## config.mk

```make
export PLATFORM = sky130hd
export DESIGN_NAME = hazard_control_unit_flat
export DESIGN_NICKNAME = d
export VERILOG_FILES = /design/src/rtl/hazard_control_unit_pkg.sv /design/src/rtl/hazard_control_unit_if.sv /design/src/rtl/hazard_control_unit_sat_counter.sv /design/src/rtl/hazard_control_unit.sv /design/src/flat_wrapper.sv
export SDC_FILE = /design/constraint.sdc
export NUM_CORES = 1
export LEC_CHECK = 0
export ABC_AREA = 1
export CAP_MARGIN = 0
export CORE_ASPECT_RATIO = 1.4
export CORE_MARGIN = 10
export CORE_UTILIZATION = 52
export CTS_BUF_LIST = sky130_fd_sc_hd__clkbuf_2
export DETAILED_ROUTE_END_ITERATION = 12
export GPL_TIMING_DRIVEN = 0
export PLACE_DENSITY = 0.8
export RECOVER_POWER = 50
export SYNTH_ARGS = -nofsm -noshare
export SYNTH_HDL_FRONTEND = slang
export SYNTH_SLANG_ARGS = --single-unit
export TNS_END_PERCENT = 50
```

## constraint.sdc

```tcl
create_clock -name clk -period 2.45 [get_ports clk]
set_clock_uncertainty 0.15 [all_clocks]
set_input_delay 0.49 -clock clk [delete_from_list [all_inputs] [get_ports clk]]
set_output_delay 0.49 -clock clk [all_outputs]
set_load 0.01 [all_outputs]
```

## src/rtl/hazard_control_unit_pkg.sv

```systemverilog
// cpu_ctrl_pkg: shared types and helpers for the pipeline hazard control unit
package cpu_ctrl_pkg;
   typedef enum logic [2:0] {
      HZ_NONE, HZ_DMISS, HZ_HALT, HZ_LOAD_USE, HZ_FLAG, HZ_IMISS, HZ_MISPRED
   } hazard_code_t;
   typedef enum logic [1:0] {RUN, DRAIN, HALTED} hz_state_t;
   localparam logic [3:0] REG_ZERO = 4'h0;
   // r0 is hardwired, so a load targeting it never creates a dependency
   function automatic logic src_hit(input logic en, input logic [3:0] src, input logic [3:0] rd);
      return en && src == rd && rd != REG_ZERO;
   endfunction
endpackage

```

## src/rtl/hazard_control_unit_if.sv

```systemverilog
// hazard_control_unit_if: pipeline-to-hazard-unit signal bundle
interface hazard_control_unit_if import cpu_ctrl_pkg::*; #(parameter int CNT_W = 16);
   logic [3:0] ID_src1, ID_src2, EX_rd;
   logic ID_src1_en, ID_src2_en, ID_is_branch, ID_reads_flags, ID_mispredict, ID_halt;
   logic EX_MemRead, EX_RegWrite, EX_sets_flags, icache_busy, dcache_busy;
   logic PC_stall, IF_ID_stall, IF_flush, ID_flush, pipe_freeze, halted, stall_timeout;
   hazard_code_t hazard_code;
   logic [CNT_W-1:0] stall_cycles, flush_count;
   modport master (
      output ID_src1, ID_src2, EX_rd, ID_src1_en, ID_src2_en, ID_is_branch, ID_reads_flags,
             ID_mispredict, ID_halt, EX_MemRead, EX_RegWrite, EX_sets_flags, icache_busy, dcache_busy,
      input  PC_stall, IF_ID_stall, IF_flush, ID_flush, pipe_freeze, halted, stall_timeout,
             hazard_code, stall_cycles, flush_count
   );
   modport slave (
      input  ID_src1, ID_src2, EX_rd, ID_src1_en, ID_src2_en, ID_is_branch, ID_reads_flags,
             ID_mispredict, ID_halt, EX_MemRead, EX_RegWrite, EX_sets_flags, icache_busy, dcache_busy,
      output PC_stall, IF_ID_stall, IF_flush, ID_flush, pipe_freeze, halted, stall_timeout,
             hazard_code, stall_cycles, flush_count
   );
endinterface

```

## src/rtl/hazard_control_unit_sat_counter.sv

```systemverilog
// sat_counter: up-counter that sticks at all-ones, with synchronous clear
module sat_counter #(parameter int W = 16) (
   input  logic         clk,
   input  logic         rst_n,
   input  logic         inc,
   input  logic         clr,
   output logic [W-1:0] cnt
);
   logic [W-1:0] cnt_q, cnt_d;
   assign cnt_d = clr ? '0 : (inc && cnt_q != '1) ? cnt_q + 1'b1 : cnt_q;
   assign cnt = cnt_q;
   always_ff @(posedge clk or negedge rst_n)
      if (!rst_n) cnt_q <= '0;
      else cnt_q <= cnt_d;
endmodule

```

## src/rtl/hazard_control_unit.sv

```systemverilog
// hazard_control_unit: stall/flush/freeze generation for the 5-stage pipeline,
// with HLT drain sequencing, D-miss watchdog and debug counters.
module hazard_control_unit import cpu_ctrl_pkg::*; #(
   parameter int TIMEOUT_CYCLES = 64,
   parameter int DRAIN_CYCLES   = 3,
   parameter int CNT_W          = 16
) (
   input logic clk,
   input logic rst_n,
   hazard_control_unit_if.slave hz
);
   localparam int DW = $clog2(DRAIN_CYCLES) + 1;
   localparam int WW = $clog2(TIMEOUT_CYCLES) + 1;
   hz_state_t state_q, state_d;
   logic [DW-1:0] drain_q, drain_d;
   logic timeout_q, timeout_d, load_use, flag_hz, flush_inc;
   logic [WW-1:0] wait_cnt;
   logic [CNT_W-1:0] stall_cnt, flush_cnt;
   assign load_use = hz.EX_MemRead && hz.EX_RegWrite &&
                     (src_hit(hz.ID_src1_en, hz.ID_src1, hz.EX_rd) || src_hit(hz.ID_src2_en, hz.ID_src2, hz.EX_rd));
   assign flag_hz = hz.ID_is_branch && hz.ID_reads_flags && hz.EX_sets_flags;
   assign timeout_d = timeout_q || (hz.dcache_busy && wait_cnt == WW'(TIMEOUT_CYCLES - 1));
   assign hz.stall_timeout = timeout_q;
   assign hz.stall_cycles = stall_cnt;
   assign hz.flush_count = flush_cnt;
   always_ff @(posedge clk or negedge rst_n)
      if (!rst_n) begin
         state_q   <= RUN;
         drain_q   <= '0;
         timeout_q <= 1'b0;
      end else begin
         state_q   <= state_d;
         drain_q   <= drain_d;
         timeout_q <= timeout_d;
      end
   always_comb begin
      {hz.PC_stall, hz.IF_ID_stall, hz.IF_flush, hz.ID_flush, hz.pipe_freeze, hz.halted} = '0;
      hz.hazard_code = HZ_NONE;
      state_d = state_q;
      drain_d = drain_q;
      flush_inc = 1'b0;
      if (!rst_n) state_d = RUN;
      else if (state_q == HALTED) begin
         {hz.halted, hz.PC_stall, hz.IF_ID_stall, hz.IF_flush} = '1;
         hz.hazard_code = HZ_HALT;
      end else if (hz.dcache_busy) begin
         {hz.PC_stall, hz.IF_ID_stall, hz.pipe_freeze} = '1;
         hz.hazard_code = HZ_DMISS;
      end else if (state_q == DRAIN) begin
         {hz.PC_stall, hz.IF_flush} = '1;
         hz.hazard_code = HZ_HALT;
         if (drain_q == DW'(DRAIN_CYCLES - 1)) state_d = HALTED;
         else drain_d = drain_q + 1'b1;
      end else if (hz.ID_halt) begin
         {hz.PC_stall, hz.IF_flush} = '1;
         hz.hazard_code = HZ_HALT;
         state_d = DRAIN;
         drain_d = '0;
      end else if (load_use || flag_hz) begin
         {hz.PC_stall, hz.IF_ID_stall, hz.ID_flush} = '1;
         hz.hazard_code = load_use ? HZ_LOAD_USE : HZ_FLAG;
      end else if (hz.icache_busy) begin
         // a resolved mispredict parks in ID until the fetch miss returns
         hz.PC_stall = 1'b1;
         hz.IF_ID_stall = hz.ID_mispredict;
         hz.ID_flush = hz.ID_mispredict;
         hz.IF_flush = !hz.ID_mispredict;
         hz.hazard_code = HZ_IMISS;
      end else if (hz.ID_mispredict) begin
         hz.IF_flush = 1'b1;
         hz.hazard_code = HZ_MISPRED;
         flush_inc = 1'b1;
      end
   end
   sat_counter #(.W(CNT_W)) u_stall_cnt (
      .clk(clk), .rst_n(rst_n), .inc(hz.PC_stall && state_q != HALTED), .clr(1'b0), .cnt(stall_cnt)
   );
   sat_counter #(.W(CNT_W)) u_flush_cnt (
      .clk(clk), .rst_n(rst_n), .inc(flush_inc), .clr(1'b0), .cnt(flush_cnt)
   );
   sat_counter #(.W(WW)) u_wait_cnt (
      .clk(clk), .rst_n(rst_n), .inc(hz.dcache_busy), .clr(!hz.dcache_busy), .cnt(wait_cnt)
   );
endmodule
```

## src/flat_wrapper.sv

```systemverilog
// flat-port wrapper written by rule: the top's interface ports become plain ports
module hazard_control_unit_flat import cpu_ctrl_pkg::*;
#(
   parameter int TIMEOUT_CYCLES = 64,
   parameter int DRAIN_CYCLES   = 3,
   parameter int CNT_W          = 16
)
  (clk, rst_n, hz_ID_src1, hz_ID_src2, hz_EX_rd, hz_ID_src1_en, hz_ID_src2_en, hz_ID_is_branch, hz_ID_reads_flags, hz_ID_mispredict, hz_ID_halt, hz_EX_MemRead, hz_EX_RegWrite, hz_EX_sets_flags, hz_icache_busy, hz_dcache_busy, hz_PC_stall, hz_IF_ID_stall, hz_IF_flush, hz_ID_flush, hz_pipe_freeze, hz_halted, hz_stall_timeout, hz_hazard_code, hz_stall_cycles, hz_flush_count);
  hazard_control_unit_if #(.CNT_W(CNT_W)) hz_i ();
  input logic clk;
  input logic rst_n;
  input wire logic [$bits(hz_i.ID_src1)-1:0] hz_ID_src1;
  input wire logic [$bits(hz_i.ID_src2)-1:0] hz_ID_src2;
  input wire logic [$bits(hz_i.EX_rd)-1:0] hz_EX_rd;
  input wire logic [$bits(hz_i.ID_src1_en)-1:0] hz_ID_src1_en;
  input wire logic [$bits(hz_i.ID_src2_en)-1:0] hz_ID_src2_en;
  input wire logic [$bits(hz_i.ID_is_branch)-1:0] hz_ID_is_branch;
  input wire logic [$bits(hz_i.ID_reads_flags)-1:0] hz_ID_reads_flags;
  input wire logic [$bits(hz_i.ID_mispredict)-1:0] hz_ID_mispredict;
  input wire logic [$bits(hz_i.ID_halt)-1:0] hz_ID_halt;
  input wire logic [$bits(hz_i.EX_MemRead)-1:0] hz_EX_MemRead;
  input wire logic [$bits(hz_i.EX_RegWrite)-1:0] hz_EX_RegWrite;
  input wire logic [$bits(hz_i.EX_sets_flags)-1:0] hz_EX_sets_flags;
  input wire logic [$bits(hz_i.icache_busy)-1:0] hz_icache_busy;
  input wire logic [$bits(hz_i.dcache_busy)-1:0] hz_dcache_busy;
  output wire logic [$bits(hz_i.PC_stall)-1:0] hz_PC_stall;
  output wire logic [$bits(hz_i.IF_ID_stall)-1:0] hz_IF_ID_stall;
  output wire logic [$bits(hz_i.IF_flush)-1:0] hz_IF_flush;
  output wire logic [$bits(hz_i.ID_flush)-1:0] hz_ID_flush;
  output wire logic [$bits(hz_i.pipe_freeze)-1:0] hz_pipe_freeze;
  output wire logic [$bits(hz_i.halted)-1:0] hz_halted;
  output wire logic [$bits(hz_i.stall_timeout)-1:0] hz_stall_timeout;
  output wire logic [$bits(hz_i.hazard_code)-1:0] hz_hazard_code;
  output wire logic [$bits(hz_i.stall_cycles)-1:0] hz_stall_cycles;
  output wire logic [$bits(hz_i.flush_count)-1:0] hz_flush_count;
  assign hz_i.ID_src1 = hz_ID_src1;
  assign hz_i.ID_src2 = hz_ID_src2;
  assign hz_i.EX_rd = hz_EX_rd;
  assign hz_i.ID_src1_en = hz_ID_src1_en;
  assign hz_i.ID_src2_en = hz_ID_src2_en;
  assign hz_i.ID_is_branch = hz_ID_is_branch;
  assign hz_i.ID_reads_flags = hz_ID_reads_flags;
  assign hz_i.ID_mispredict = hz_ID_mispredict;
  assign hz_i.ID_halt = hz_ID_halt;
  assign hz_i.EX_MemRead = hz_EX_MemRead;
  assign hz_i.EX_RegWrite = hz_EX_RegWrite;
  assign hz_i.EX_sets_flags = hz_EX_sets_flags;
  assign hz_i.icache_busy = hz_icache_busy;
  assign hz_i.dcache_busy = hz_dcache_busy;
  assign hz_PC_stall = hz_i.PC_stall;
  assign hz_IF_ID_stall = hz_i.IF_ID_stall;
  assign hz_IF_flush = hz_i.IF_flush;
  assign hz_ID_flush = hz_i.ID_flush;
  assign hz_pipe_freeze = hz_i.pipe_freeze;
  assign hz_halted = hz_i.halted;
  assign hz_stall_timeout = hz_i.stall_timeout;
  assign hz_hazard_code = hz_i.hazard_code;
  assign hz_stall_cycles = hz_i.stall_cycles;
  assign hz_flush_count = hz_i.flush_count;
  hazard_control_unit #(.TIMEOUT_CYCLES(TIMEOUT_CYCLES), .DRAIN_CYCLES(DRAIN_CYCLES), .CNT_W(CNT_W)) u_core (.clk(clk), .rst_n(rst_n), .hz(hz_i));
endmodule
```

Word-level counts from Yosys, hierarchy flattened:

Cells that the tools add are included.

* $add $sub $neg: 4
* equality and inequality tests: 16
* multiplexer cells: 57
* bitwise operators: 2
* reductions and logical operators: 21

Operators by type and width (number)
* $mux W1: 37
* $mux W3: 12
* $add A16 B1 Y16 const B: 2
* $ne A16 B16 Y1 const B: 2
* $mux W7: 2
* $logic_and A1 B1 Y1: 13
* $mux W2: 6
* $eq A4 B4 Y1: 2
* $ne A2 B2 Y1 const B: 4
* $add A7 B1 Y7 const B: 1
* $eq A7 B6 Y1 const B: 1
* $ne A7 B7 Y1 const B: 1
* $reduce_and A5 Y1: 1
* $reduce_and A4 Y1: 1
* $reduce_bool A4 Y1: 1
* $add A3 B1 Y3 const B: 1
* $eq A3 B2 Y1 const B: 1
* $logic_or A1 B1 Y1: 3
* $ne A3 B1 Y1 const B: 1
* $ne A3 B3 Y1 const B: 1
* $eq A2 B1 Y1 const B: 1
* $eq A2 B2 Y1 const B: 1
* $ne A2 B1 Y1 const B: 1
* $not A1 Y1: 2
* other kinds (2): 2

* register bits: 45
* input bits: 25
* output and inout port bits: 42
* word-level logic and storage cells: 106

Longest topological paths before layout:

Gate-level depths: netlist of run 1.

* depth in word-level cells: 14
* gate-level depth with buffers: 14
* mapped depth without buffers: 13

Modules after synthesis:

Synthesis of run 1 repeated with hierarchy kept, for this count alone.

* cells, all modules: 473
* area, all modules: 3259.4 µm²

By module, submodules not included
* sat_counter (u_core.u_flush_cnt ...): instances 2, cells each 144, area each 1037.2 µm², seq. area each 400.4 µm²
* hazard_control_unit: instances 1, cells each 123, area each 743.2 µm², seq. area each 150.1 µm²
* sat_counter (u_core.u_wait_cnt): instances 1, cells each 62, area each 441.7 µm², seq. area each 175.2 µm²

Worst setup path before layout of run 1:

No wires, ideal clock.

* path kind: input-to-output
* from: input hz_EX_rd[0]
* to: output hz_IF_ID_stall
* arrival time: 1419 ps
* setup slack: 391 ps
* stages on the path: 11
* path buffers: 0
* cells stage by stage: inv_1 -> nand2_1 -> nand2_1 -> nor2_1 -> nand3_1 -> nand2_1 -> nand2_2 -> nand2_1 -> or2_2 -> nand3_1 -> nand2_1

* cells in the longest elaborated chain, start to end: 12

Ends and longest elaborated chain
* from (decl): line flat_wrapper.sv:14 `input wire logic [$bits(hz_i.EX_rd)-1:0] hz_EX_rd;`
* $eq A4 B4 Y1: line hazard_control_unit_pkg.sv:10 `return en && src == rd && rd != REG_ZERO;`
* $logic_and A1 B1 Y1 (2 in a row): line hazard_control_unit_pkg.sv:10
* $logic_or A1 B1 Y1 *: line hazard_control_unit.sv:20 `(src_hit(hz.ID_src1_en, hz.ID_src1, hz.EX_rd) || src_hit(hz.ID_src2_en, hz.ID_src2, hz.EX_rd));`
* $logic_and A1 B1 Y1 *: line hazard_control_unit.sv:19 `assign load_use = hz.EX_MemRead && hz.EX_RegWrite &&`
* $logic_or A1 B1 Y1 *: line hazard_control_unit.sv:59 `end else if (load_use || flag_hz) begin`
* $mux W1 *: line hazard_control_unit.sv:59
* $mux W1 *: line hazard_control_unit.sv:54 `end else if (hz.ID_halt) begin`
* $mux W1 *: line hazard_control_unit.sv:49 `end else if (state_q == DRAIN) begin`
* $mux W1 *: line hazard_control_unit.sv:46 `end else if (hz.dcache_busy) begin`
* $mux W1 *: line hazard_control_unit.sv:43 `else if (state_q == HALTED) begin`
* $mux W1 *: line hazard_control_unit.sv:42 `if (!rst_n) state_d = RUN;`
* to (decl): line flat_wrapper.sv:27 `output wire logic [$bits(hz_i.IF_ID_stall)-1:0] hz_IF_ID_stall;`

Every way passes the cells marked *; elsewhere a longest branch is shown, timed or not.

Worst setup path after layout of run 1:

* from: input hz_ID_src2[0]
* to: output hz_IF_flush

* cells in the longest elaborated chain, start to end: 12

Ends and longest elaborated chain
* from (decl): line flat_wrapper.sv:13 `input wire logic [$bits(hz_i.ID_src2)-1:0] hz_ID_src2;`
* $eq A4 B4 Y1: line hazard_control_unit_pkg.sv:10
* $logic_and A1 B1 Y1 (2 in a row): line hazard_control_unit_pkg.sv:10
* $logic_or A1 B1 Y1: line hazard_control_unit.sv:20
* $logic_and A1 B1 Y1: line hazard_control_unit.sv:19
* $logic_or A1 B1 Y1: line hazard_control_unit.sv:59
* $mux W1: line hazard_control_unit.sv:59
* $mux W1: line hazard_control_unit.sv:54
* $mux W1: line hazard_control_unit.sv:49
* $mux W1: line hazard_control_unit.sv:46
* $mux W1: line hazard_control_unit.sv:43
* $mux W1: line hazard_control_unit.sv:42
* to (decl): line flat_wrapper.sv:28 `output wire logic [$bits(hz_i.IF_flush)-1:0] hz_IF_flush;`

No other way between the ends.

==> results_dict.tcl, run 1 <==
set metrics [dict create \
    status "completed" \
    regArea_mm2 0.00113 \
    p_clk_share_pct 23.8 \
    dp_slack_ps -730 \
    antenna_cells 0 \
    final_cell_mix "nand2_1 (136), inv_1 (46), dfrtp_1 (45)" \
    clk_path_buf_depth 2 \
    swShare_pct 34.8 \
    regToRegStartpoint "u_core.u_stall_cnt.cnt[0]" \
    power.leakage_nw 2.00 \
    crit_type "in2out" \
    nNetsFinal 525 \
    htreeDepth 2 \
    place.port_buffers 66 \
    start_util_pct 53.5 \
    yosysSeqAreaShare_pct 38.4 \
    r2r-end "u_core.u_stall_cnt.cnt[13]" \
    cp-end-kind "output port" \
    insertion_delay_ps 440 \
    synth_seq_cells 45 \
    netlist_area_mm2 0.00293 \
    drv_cap 0 \
    min_to "u_core.u_wait_cnt.cnt[5]" \
    hp-start "u_core.u_wait_cnt.cnt[5]" \
    final_common_cell "nand2_1" \
    design.core.area_mm2 0.00549 \
    avgSynthCellArea_um2 7.32 \
    mappedNetlistNets 434 \
    switching_power_w 0.000785 \
    die_w_um 83.5 \
    rrSetupSlack_ps 250 \
    core.rowCount 32 \
    track_usage_pct 17.3 \
    fin_hold_ws_ps 330 \
    netlist_instances 401 \
    dieArea_mm2 0.00909 \
    ff2ff_path_depth 10 \
    grt_pass1_vias 2819 \
    critPathArrivalTime_ps 1770 \
    drt-initial-drc-count 113 \
    dp_hpwl_um 5810 \
    hold_violations 0 \
    cts_sinks 45 \
    cts-root-buf "clkbuf_2" \
    multi_input_comb_area_mm2 0.00165 \
    relSlewSlack_pct 37.5 \
    routed_wl_um 8140 \
    first_pass_iters 4 \
    cp-start-kind "input pin" \
    ios 67 \
    vdd_drop_max_uv 653 \
    path_clk_slew_ps 260 \
    ys_types 36 \
    min_path_type "reg2reg" \
    tritoncts "yes" \
    cts_buffers 5 \
    slew_viol_final 0 \
    via_per_inst 5.20 \
    area.growth.synth_to_final_pct 35.1 \
    worstPathRequired_ps 1810 \
    combPwrFrac_pct 33.0 \
    worst_pin_slew_ps 934 \
    grt_first_pass_wirelength_um 13300 \
    drive_above_1_share_pct 15.2 \
    vias 2919 \
    grt_max_degree 22 \
    setup_viol 0 \
    rsz0062_at_grt "yes" \
    grt_overflow_total 0 \
    fin_crit_ps 2410 \
    crit_fanout 4 \
    wl_per_cell_um 14.5 \
    p_int_w 0.00147 \
    grt_antenna_before_repair 0 \
    antenna_left 0 \
    worstHoldPathCells 1 \
    p_seq_share_pct 43.3 \
    worst_slack_ps 44.1 \
    min_period_over_period_pct 98.2 \
    fmax_mhz 416 \
    yosys_warnings 0 \
    gp_congestion 0.931 \
    p_total_w 0.00226 \
    die_y_um 109 \
    power.density_mw_per_mm2 570 \
    remaining_drc_errors 0 \
    nFillCells 450 \
]
## how the worst max path moves through the flow
| stage | startpoint | endpoint | slack [ps] | cells past startpoint |
|---|---|---|---|---|
| after floorplan | hz_EX_rd[0] | hz_IF_ID_stall | 390 | 11 |
| after global placement | rst_n | hz_hazard_code[2] | -2310 | 8 |
| after detailed placement | hz_EX_rd[0] | hz_hazard_code[1] | -730 | 13 |
| after CTS | hz_ID_src1[1] | hz_IF_ID_stall | 0.4 | 13 |
| after global routing | u_core.state_q[1] | hz_IF_flush | -50 | 9 |
| final | hz_ID_src2[0] | hz_IF_flush | 40 | 13 |
## registers in the layout (all words and copies together), names as in the netlist
signal	flops
u_core.u_flush_cnt.cnt	16
u_core.u_wait_cnt.cnt	7
u_core.hz.stall_timeout	1
u_core.state_q	2
u_core.drain_q	3
u_core.u_stall_cnt.cnt	16
## metal layers
metal / global-route usage, % / vias up / share of wire, %
li1: - / 1452 / -
met1: 19.4 / 1350 / 41
met2: 31.6 / 104 / 51
met3: 4.70 / 13 / 6.6
met4: 5.16 / 0 / 1.5
met5: 0 / - / 0
## worst max-delay path, stage by stage
cell and delay, ps:
dlygate4sd2_1 220, inv_1 40, nand2_1 40, nand2_1 50, nor2_1 110, nand3_1 90
nand2_2 120, nand2_4 90, nand3_2 70, nand2_1 80, nand2_1 90, nand2_1 60
clkdlybuf4s15_2 220
## power by group through the flow
stage | sequential, W | clock [W] | combinational, W
4_1_cts | 0.000979 | 0.000552 | 0.000724
3_5_place_dp | 0.000991 | 0 | 0.000707
3_3_place_gp | 0.000987 | 0 | 0.000682
6_report | 0.000977 | 0.000537 | 0.000744
2_1_floorplan | 0.00100 | 0 | 0.000327
5_1_grt | 0.00100 | 0.000576 | 0.000822
## per-stage QoR
step | TNS (ps) | area (µm²) | util (%) | cells
6_report | 0 | 3960 | 72.3 | 561
5_1_grt | -100 | 3960 | 72.3 | 561
4_1_cts | 0 | 3910 | 71.3 | 555
3_5_place_dp | -8110 | 3690 | 67.4 | 536
3_3_place_gp | -104890 | 3680 | 67.1 | 535
2_1_floorplan | 0 | 2930 | - | 401
## cells by family (layout without fill, tap and decap cells)
family | after synthesis | count (layout) | synth area share, %
simple gates | 229 | 229 | 34.5
buf+inv | 58 | 150 | 8.27
flops | 45 | 45 | 38.4
xor+xnor | 31 | 31 | 9.25
compound gates | 30 | 30 | 6.14
fa+ha+maj | 8 | 8 | 3.41
## synthesized netlist by cell type (all sizes together)
cell / number / area share (%)
nand2: 144 / 19
inv: 54 / 7.0
dfrtp: 45 / 38
nand3: 31 / 5.6
nor2: 25 / 3.9
nor3: 17 / 3.2
o21ai: 16 / 2.7
xor2: 16 / 4.8
xnor2: 15 / 4.5
ha: 8 / 3.4
a21oi: 6 / 1.0
buf: 4 / 1.3
nand4: 4 / 1.1
nand3b: 3 / 0.77
nor4: 3 / 0.64
a31oi: 2 / 0.64
a221oi: 1 / 0.30
a31o: 1 / 0.30
nor3b: 1 / 0.26
o211a: 1 / 0.34
o21a: 1 / 0.26
o221ai: 1 / 0.30
o31ai: 1 / 0.26
or2: 1 / 0.21
## timing repair
| item | 4_1_cts | 5_1_grt |
|---|---|---|
| setup endpoints to repair | 9 | 8 |
| cloned | 1 | 0 |
| endpoints found under the hold margin | 30 | 0 |
| pin swaps | 17 | 11 |
| setup buffers | 7 | 6 |
| hold buffers | 3 | 0 |
| resized for setup | 72 | 24 |
## layout make-up
class | instances | area share [%]
well taps | 68 | 2.15
clock buffers | 5 | 0.631
clock inverters | 3 | 1.74
flip-flops and latches | 45 | 28.4
repair buffers | 84 | 19.3
multi-input cells | 298 | 41.6
plain buffers | 4 | 0.947
inverters | 54 | 5.18
No activity file was read; power rests on OpenSTA's default activity.
==> run 2: changes to the inputs <==
Settings changed: SETUP_SLACK_MARGIN set to 0.3.
==> results_dict.tcl, run 2 (synthesized netlist as in run 1, its figures left out) <==
set metrics [dict create \
    status "completed" \
    vias 3238 \
    antenna_left 0 \
    path_cells "dlygate4sd2_1 > nor2_2 > nand2_1 > inv_2 > nand2_4 > a221oi_2 > buf_2" \
    p_int_w 0.00161 \
    max_stage_delay_ps 350 \
    dpl-instance-area_mm2 0.00369 \
    rsz0062_at_grt "yes" \
    placed_cells 536 \
    combPwrFrac_pct 40.0 \
    insertion_delay_ps 440 \
    grt_overflow_total 0 \
    grt_max_degree 22 \
    regToRegStartpoint "u_core.state_q[1]" \
    setup_viol 0 \
    multi_input_comb_area_mm2 0.00181 \
    remaining_drc_errors 0 \
    hold_violations 0 \
    cts_sinks 45 \
    grt_antenna_before_repair 0 \
    relSlewSlack_pct 32.5 \
    grt_first_pass_wirelength_um 14800 \
    htreeDepth 2 \
    cp_slowest_cell "dlygate4sd2_1" \
    critPathLaunch "hz_dcache_busy" \
    wl_per_cell_um 17.1 \
    power.density_mw_per_mm2 552 \
    swShare_pct 35.8 \
    worstPathRequired_ps 1810 \
    routed_wl_um 10200 \
    hp-start "u_core.u_wait_cnt.cnt[5]" \
    p_seq_share_pct 38.4 \
    dieArea_mm2 0.00909 \
    via_per_inst 5.43 \
    tritoncts "yes" \
    slew_viol_final 0 \
    vdd_drop_max_uv 664 \
    nFillCells 310 \
    core.rowCount 32 \
    track_usage_pct 19.6 \
    grt_pass1_vias 3054 \
    min_period_over_period_pct 97.1 \
    area.growth.synth_to_final_pct 54.7 \
    crit_buf_inv 3 \
    switching_power_w 0.000895 \
    final_area_mm2 0.00454 \
    cp-start-kind "input pin" \
    path_clk_slew_ps 260 \
    gp_congestion 0.931 \
    place.port_buffers 66 \
    nNetsFinal 560 \
    fin_crit_ps 2380 \
    first_pass_iters 5 \
    cts-root-buf "clkbuf_2" \
    drt-initial-drc-count 211 \
    dp_hpwl_um 5810 \
    crit_type "in2out" \
    power.leakage_nw 2.65 \
    instances_no_fill 596 \
    min_path_type "reg2reg" \
    crit_fanout 8 \
    die_y_um 109 \
    cp-end-kind "output port" \
    p_clk_share_pct 21.6 \
    critPathArrivalTime_ps 1740 \
    start_util_pct 53.5 \
    final_common_cell "nand2_1" \
    drv_cap 0 \
    worst_pin_slew_ps 1010 \
    antenna_cells 0 \
    die_w_um 83.5 \
    design.core.area_mm2 0.00549 \
    cts_buffers 5 \
    clk_path_buf_depth 2 \
    final_cell_mix "nand2_1 (116), inv_1 (43), buf_4 (36)" \
    regArea_mm2 0.00114 \
    crit_family "buffers and inverters" \
    drive_above_1_share_pct 30.5 \
    ios 67 \
    fmax_mhz 420 \
]
[run 2: routing by layer]
layer	track usage [%]	vias up	wire length [µm]
li1	-	1531	-
met1	21.4	1506	3830
met2	36.1	163	5270
met3	5.37	38	774
met4	6.47	0	321
met5	0	-	0
[run 2: stage by stage]
stage                     worst slack [ps]  total power (W)  utilization, %  hold slack, ps  TNS [ps]
after global placement               -2310          0.00167            67.1             298   -104890
after CTS                              137          0.00236            75.0             337         0
final                                 70.6          0.00250            82.7             344         0
after floorplan                        391          0.00133               -            44.4         0
after global routing                 -33.5          0.00264            82.7             365     -48.4
after detailed placement              -730          0.00170            67.4             304     -8110
[run 2: repair_timing]
action	CTS	global route
cloned	1	2
resized for setup	137	88
endpoints found under the hold margin	45	0
pin swaps	33	32
setup buffers	26	19
setup endpoints to repair	44	64
hold buffers	4	0
[run 2: final timing paths]
| kind | to | slack (ps) | cells after the start |
|---|---|---|---|
| min in group asynchronous | u_core.u_flush_cnt.cnt[10] | 530 | 4 |
| setup / recovery | hz_hazard_code[2] | 70 | 7 |
| hold / removal | u_core.u_wait_cnt.cnt[5] | 340 | 1 |
| hold reg to reg | u_core.u_wait_cnt.cnt[5] | 340 | 1 |
| setup reg to reg | u_core.u_stall_cnt.cnt[6] | 190 | 15 |
| max in group asynchronous | u_core.u_stall_cnt.cnt[2] | 790 | 4 |
[run 2: area by class of cell]
class,count,share of cell area [%]
Inverter,54,4.63
Tap cell,68,1.87
Clock buffer,5,0.551
Buffer,4,1.08
Timing Repair Buffer,119,25.3
Clock inverter,3,1.52
Multi-Input combinational cell,298,39.9
Sequential cell,45,25.2
[run 2: power groups by stage]
stage / Clock (W) / Combinational, W / Sequential (W)
global route: 0.000578 / 0.00108 / 0.000976
CTS: 0.000552 / 0.000848 / 0.000955
finish: 0.000542 / 0.00100 / 0.000961
detailed placement: 0 / 0.000707 / 0.000991
floorplan: 0 / 0.000327 / 0.00100
global placement: 0 / 0.000682 / 0.000987
==> run 3: changes to the inputs <==
Settings changed: CAP_MARGIN 0 to unset.
==> results of run 3 <==
No change in the layout: final DEF, timing and power equal those of run 2.
